===== src/rtl/fetch_pc_table_if.sv =====
// rtl/fetch_pc_table_if.sv - fetch/ROB side signal bundle of the fetch PC table
interface fetch_pc_table_if #(
    parameter int ID_W   = 5,
    parameter int DATA_W = 59
);
    logic              IN_wrValid;
    logic [DATA_W-1:0] IN_wrData;
    logic              OUT_wrReady;
    logic [ID_W-1:0]   OUT_wrFetchID;
    logic [ID_W-1:0]   IN_curFetchID;
    logic [ID_W-1:0]   IN_rdAddr;
    logic [DATA_W-1:0] OUT_rdData;
    logic              OUT_rdValid;
    logic              IN_redirValid;
    logic [ID_W-1:0]   IN_redirFetchID;
    logic [ID_W:0]     OUT_occupancy;

    modport master (
        output IN_wrValid, IN_wrData, IN_curFetchID, IN_rdAddr, IN_redirValid, IN_redirFetchID,
        input  OUT_wrReady, OUT_wrFetchID, OUT_rdData, OUT_rdValid, OUT_occupancy
    );

    modport slave (
        input  IN_wrValid, IN_wrData, IN_curFetchID, IN_rdAddr, IN_redirValid, IN_redirFetchID,
        output OUT_wrReady, OUT_wrFetchID, OUT_rdData, OUT_rdValid, OUT_occupancy
    );
endinterface


===== src/rtl/fetch_pc_table.sv =====
// rtl/fetch_pc_table.sv - fetch-ID indexed PC/predictor table with redirect rewind and retire
module fetch_pc_table #(
    parameter int NUM_ENTRIES = 32,
    parameter int ID_W        = 5,
    parameter int DATA_W      = 59
) (
    input logic              clk,
    input logic              rst,
    fetch_pc_table_if.slave  bus
);
    logic [DATA_W-1:0]      data_q [NUM_ENTRIES];
    logic [NUM_ENTRIES-1:0] valid_q, valid_d;
    logic [ID_W-1:0]        wr_ptr_q, wr_ptr_d;
    logic [ID_W-1:0]        prev_cur_q;
    logic [ID_W:0]          occ_q, occ_cnt;
    logic                   wr_ready, wr_fire;

    // True when i lies strictly between a and b walking forward (mod NUM_ENTRIES).
    function automatic logic in_range(input logic [ID_W-1:0] a, input logic [ID_W-1:0] b,
                                      input logic [ID_W-1:0] i);
        logic [ID_W-1:0] di, db;
        di = i - a;
        db = b - a;
        return (di != '0) && (di < db);
    endfunction

    // The slot at the committed ID stays reserved, which also disambiguates full from empty.
    assign wr_ready = (wr_ptr_q != bus.IN_curFetchID) && !bus.IN_redirValid && !rst;
    assign wr_fire  = bus.IN_wrValid && wr_ready;

    always_comb begin
        valid_d  = valid_q;
        wr_ptr_d = wr_ptr_q;
        for (int i = 0; i < NUM_ENTRIES; i++) begin
            if (in_range(prev_cur_q, bus.IN_curFetchID, ID_W'(i)) ||
                (bus.IN_redirValid && in_range(bus.IN_redirFetchID, wr_ptr_q, ID_W'(i)))) begin
                valid_d[i] = 1'b0;
            end
        end
        if (bus.IN_redirValid) begin
            wr_ptr_d = bus.IN_redirFetchID + ID_W'(1);
        end else if (wr_fire) begin
            valid_d[wr_ptr_q] = 1'b1;
            wr_ptr_d          = wr_ptr_q + ID_W'(1);
        end
    end

    always_comb begin
        occ_cnt = '0;
        for (int i = 0; i < NUM_ENTRIES; i++) begin
            occ_cnt = occ_cnt + (ID_W+1)'(valid_q[i]);
        end
    end

    always_ff @(posedge clk) begin
        if (rst) begin
            wr_ptr_q   <= '0;
            valid_q    <= '0;
            prev_cur_q <= '1;
            occ_q      <= '0;
        end else begin
            wr_ptr_q   <= wr_ptr_d;
            valid_q    <= valid_d;
            prev_cur_q <= bus.IN_curFetchID;
            occ_q      <= occ_cnt;
        end
    end

    always_ff @(posedge clk) begin
        if (wr_fire) begin
            data_q[wr_ptr_q] <= bus.IN_wrData;
        end
    end

    assign bus.OUT_wrReady   = wr_ready;
    assign bus.OUT_wrFetchID = wr_ptr_q;
    assign bus.OUT_rdData    = data_q[bus.IN_rdAddr];
    assign bus.OUT_rdValid   = valid_q[bus.IN_rdAddr] && !rst;
    assign bus.OUT_occupancy = occ_q;
endmodule


===== src/flat_wrapper.sv =====
// flat-port wrapper written by rule: the top's interface ports become plain ports
module fetch_pc_table_flat 
#(
    parameter int NUM_ENTRIES = 32,
    parameter int ID_W        = 5,
    parameter int DATA_W      = 59
)
  (clk, rst, bus_IN_wrValid, bus_IN_wrData, bus_IN_curFetchID, bus_IN_rdAddr, bus_IN_redirValid, bus_IN_redirFetchID, bus_OUT_wrReady, bus_OUT_wrFetchID, bus_OUT_rdData, bus_OUT_rdValid, bus_OUT_occupancy);
  fetch_pc_table_if #(.ID_W(ID_W), .DATA_W(DATA_W)) bus_i ();
  input logic clk;
  input logic rst;
  input wire logic [$bits(bus_i.IN_wrValid)-1:0] bus_IN_wrValid;
  input wire logic [$bits(bus_i.IN_wrData)-1:0] bus_IN_wrData;
  input wire logic [$bits(bus_i.IN_curFetchID)-1:0] bus_IN_curFetchID;
  input wire logic [$bits(bus_i.IN_rdAddr)-1:0] bus_IN_rdAddr;
  input wire logic [$bits(bus_i.IN_redirValid)-1:0] bus_IN_redirValid;
  input wire logic [$bits(bus_i.IN_redirFetchID)-1:0] bus_IN_redirFetchID;
  output wire logic [$bits(bus_i.OUT_wrReady)-1:0] bus_OUT_wrReady;
  output wire logic [$bits(bus_i.OUT_wrFetchID)-1:0] bus_OUT_wrFetchID;
  output wire logic [$bits(bus_i.OUT_rdData)-1:0] bus_OUT_rdData;
  output wire logic [$bits(bus_i.OUT_rdValid)-1:0] bus_OUT_rdValid;
  output wire logic [$bits(bus_i.OUT_occupancy)-1:0] bus_OUT_occupancy;
  assign bus_i.IN_wrValid = bus_IN_wrValid;
  assign bus_i.IN_wrData = bus_IN_wrData;
  assign bus_i.IN_curFetchID = bus_IN_curFetchID;
  assign bus_i.IN_rdAddr = bus_IN_rdAddr;
  assign bus_i.IN_redirValid = bus_IN_redirValid;
  assign bus_i.IN_redirFetchID = bus_IN_redirFetchID;
  assign bus_OUT_wrReady = bus_i.OUT_wrReady;
  assign bus_OUT_wrFetchID = bus_i.OUT_wrFetchID;
  assign bus_OUT_rdData = bus_i.OUT_rdData;
  assign bus_OUT_rdValid = bus_i.OUT_rdValid;
  assign bus_OUT_occupancy = bus_i.OUT_occupancy;
  fetch_pc_table #(.NUM_ENTRIES(NUM_ENTRIES), .ID_W(ID_W), .DATA_W(DATA_W)) u_core (.clk(clk), .rst(rst), .bus(bus_i));
endmodule

===== config.mk =====
export PLATFORM = sky130hd
export DESIGN_NAME = fetch_pc_table_flat
export DESIGN_NICKNAME = d
export VERILOG_FILES = /design/src/rtl/fetch_pc_table_if.sv /design/src/rtl/fetch_pc_table.sv /design/src/flat_wrapper.sv
export SDC_FILE = /design/constraint.sdc
export NUM_CORES = 2
export LEC_CHECK = 0
export CAP_MARGIN = 5
export CORE_MARGIN = 10
export CORE_UTILIZATION = 45
export CTS_BUF_LIST = sky130_fd_sc_hd__clkbuf_4
export DETAILED_ROUTE_END_ITERATION = 16
export DONT_BUFFER_PORTS = 1
export PLACE_DENSITY = 0.71
export SLEW_MARGIN = 40
export SYNTH_ARGS = -nofsm -noshare
export SYNTH_HDL_FRONTEND = slang
export SYNTH_SLANG_ARGS = --single-unit

===== constraint.sdc =====
create_clock -name clk -period 9.5 [get_ports clk]
set_input_delay 2.85 -clock clk [delete_from_list [all_inputs] [get_ports clk]]
set_output_delay 2.85 -clock clk [all_outputs]
set_load 0.005 [all_outputs]

==> reports/qor.csv <==
stage;metric;value;unit
cells_and_area;multi_input_area;0.0206;mm2
detailed_routing;drtIter0Drc;4250;
power;p_leak;0.0288;uW
detailed_routing;ant_nets;0;
min_path;whs_path_depth;2;
critical_path;crit_type;input port to output port;
synth;yosys_most_used_dff;edfxtp_1;
die;rows;153;
global_route;grt_pass1_wl;283;mm
cts;postCtsHoldBufs;0;
cts;clk_pin_slew;0.06;ns
cells_and_area;final_nets;4310;
global_route;grt_overflow;0;
cells_and_area;post-route-util;0.510;
critical_path;startpoint_type;input port;
detailed_routing;dr.pass1.iters;8;
timing;slew_violations;0;
timing;tightest_slew;0.876;ns
synth;avgSynthCellArea;21.8;um2
critical_path;worstPathCellList;buf_16 -> buf_16 -> buf_16 -> mux4_2 -> mux4_2 -> mux2_2;
cts;cts_buffers;470;
timing;setup_viol;0;
synth;synth_compound_area_frac;0.0230;
synth;ys_ff_latch;1936;
global_route;grt_pass1_vias;41100;
global_route;top_usage_layer;met2;
cells_and_area;drive_above_1_share;0.348;
timing;max_freq;114;MHz
die;initial_core_util;0.454;
synth;seq_area_frac_synth;0.728;
cts;cts.htree.levels;5;
cts;clockRootBuffer;clkbuf_4;
power;irDropWorstVdd;0.130;mV
detailed_routing;wl_per_cell;29.2;um
job;maxCapViolations;0;
critical_path;worstSetupEndpointType;output port;
cts;clkSinkCount;1936;
placement;gp_congestion;0.825;
timing;grt_setup_unrepaired;false;
synth;netlist_area;0.0792;mm2
placement;dp_hpwl;104;mm
synth;yosys.area_share.simple;0.0135;
synth;synth_edf_count;1888;
cts;clockBufferDepth;4;
cts;tritoncts;yes;
synth;synth_top_family_by_area;multiplexers;
synth;ys_warn_count;0;
cells_and_area;seqCellArea;0.0577;mm2
die;core_area;0.174;mm2
power;power.density;193;mW/mm2
detailed_routing;vias;39800;
critical_path;cp_slowest_cell;buf_16;
die;io_pins;150;
global_route;grt_max_degree;481;
critical_path;cpPeakStageDelay;0.66;ns
timing;period_share;0.921;
cells_and_area;areaGrowthSynthToFinish;12.2;%
global_route;antenna_found_initial;2;
synth;syn-instance-count;3634;
die;die_w;440;um
synth;synthArstFlopShare;0;
detailed_routing;routed_wirelength;196;mm
synth;yosys.area_share.xor_xnor;0.00708;
die;die_y;440;um
critical_path;worstPathRequired;6.65;ns
cells_and_area;n_fill_cell;13600;
synth;synth_nets;3905;
critical_path;critPathMostFrequentCell;buf_16;
cts;clk_latency;1.37;ns
placement;numPortBuffers;0;
detailed_routing;vias_per_cell;5.93;
global_route;use_met2;0.336;
global_route;grtUsageMet3;0.0449;
synth;synthMuxAreaShare;0.180;
global_route;grt_usage;0.201;
synth;synthAdderAreaFrac;0.0330;
critical_path;reg2regPathDepth;15;
run_status;outcome;finished, final reports clean;
critical_path;cp_data_arrival_time;5.90;ns
global_route;grt_use_met1;0.261;
critical_path;worstPathMaxFanout;148;
timing;whs;0.496;ns
cts;post_cts_buffers;0;
cts;cts_resized;0;
timing;finalClockSkew;0.111;ns
detailed_routing;drcViolationCount;0;
timing;hold_viol_final;0;
timing;fin_crit;8.75;ns
die;die_area;0.193;mm2
min_path;hold_class;flop to flop;
timing;tns;0;ns
timing;slew-limit-headroom;0.415;
synth;yosysUniqueCellTypes;68;
-- cells by family (layout without fill, tap and decap cells) --
logic type      after synthesis  count (layout)
flops                      1936            1936
other cells                   0               5
buf+inv                     308            1054
xor+xnor                     64              64
fa+ha+maj                   193             193
compound gates              253             253
mux                         665             665
simple gates                215             215
-- worst max-delay path, delay by kind of cell --
| family | cells | cell delay (ns) |
|---|---|---|
| buffers and inverters | 3 | 1.56 |
| muxes | 3 | 1.23 |
-- stage by stage --
step                      total power, uW  worst slack (ns)  std cells  cell area (um2)
final                               17200             0.750       6710            88900
after global routing                17800             0.646       6710            88900
after CTS                           17300              1.30       6699            88700
after detailed placement            10700              1.29       5886            83000
after global placement              10600              1.77       5856            82200
after floorplan                     10500              1.74       3634            79200
-- power by group --
group	internal, uW	switching, uW
logic	548	632
registers	9390	20.3
clock network	3370	3190
-- cells in the final DEF (no fill, tap or decap), types with 15 or more instances in the layout --
| master | netlist | layout |
|---|---|---|
| a21oi_1 | 43 | 43 |
| a221oi_1 | 20 | 20 |
| buf_16 | 0 | 29 |
| buf_4 | 10 | 66 |
| clkbuf_4 | 0 | 673 |
| clkinv_1 | 1 | 115 |
| clkinv_2 | 0 | 15 |
| dfxtp_1 | 48 | 46 |
| edfxtp_1 | 1888 | 1888 |
| fa_1 | 26 | 26 |
| ha_1 | 167 | 167 |
| inv_1 | 125 | 122 |
| mux2_2 | 61 | 61 |
| mux4_2 | 599 | 599 |
| nand2_1 | 51 | 50 |
| nand2b_1 | 27 | 27 |
| nor2_1 | 52 | 23 |
| nor2_4 | 0 | 29 |
| nor2b_1 | 16 | 16 |
| nor3_1 | 17 | 17 |
| o21ai_0 | 38 | 38 |
| o32ai_1 | 24 | 24 |
| xnor2_1 | 50 | 47 |
-- flip-flops by register name (all words and copies together) (netlist names) --
name / count
u_core.bus.OUT_occupancy: 6
u_core.bus.OUT_wrFetchID: 5
u_core.data_q: 1888
u_core.prev_cur_q: 5
u_core.valid_q: 32
-- area by class of cell --
cell class / count / area share
well taps: 2325 / 0.0327
flip-flops and latches: 1936 / 0.649
multi-input cells: 1390 / 0.231
clock buffers: 673 / 0.0568
inverters: 131 / 0.00562
clock inverters: 140 / 0.00777
repair buffers: 110 / 0.0168
diodes: 5 / 0.000141
-- synthesized netlist by cell type (all sizes together), types with 10 or more instances --
master,count,area (um2)
o21ai,43,215
edfxtp,1888,56700
a211oi,13,97.6
mux2,61,687
ha,167,2090
o32ai,24,210
a21o,12,90.1
clkbuf,115,432
xor2,14,123
dfxtp,48,961
fa,26,521
a21oi,43,215
inv,130,488
nand2,51,191
o21bai,10,75.1
nor2b,16,100
nor3,17,85.1
or2,10,62.6
nor2,52,195
xnor2,50,438
a221oi,20,175
mux4,599,13500
nand3,11,55.1
a2111oi,17,149
nand2b,27,169
buf,62,327
-- per-layer routing --
layer	share of wire	vias to the layer above
li1	-	16500
met1	0.39	21200
met2	0.50	1829
met3	0.083	300
met4	0.026	0
met5	0	-
-- final timing paths --
check / start / to / slack [ns]
min: u_core.valid_q[1]$_SDFF_PP0_ / u_core.valid_q[1]$_SDFF_PP0_ / 0.50
max: bus_IN_rdAddr[1] / bus_OUT_rdData[47] / 0.75
max reg2reg: u_core.valid_q[0]$_SDFF_PP0_ / u_core.bus.OUT_occupancy[4]$_SDFF_PP0_ / 4.01
min reg2reg: u_core.valid_q[1]$_SDFF_PP0_ / u_core.valid_q[1]$_SDFF_PP0_ / 0.50
Power figures use the tool's default switching activity.
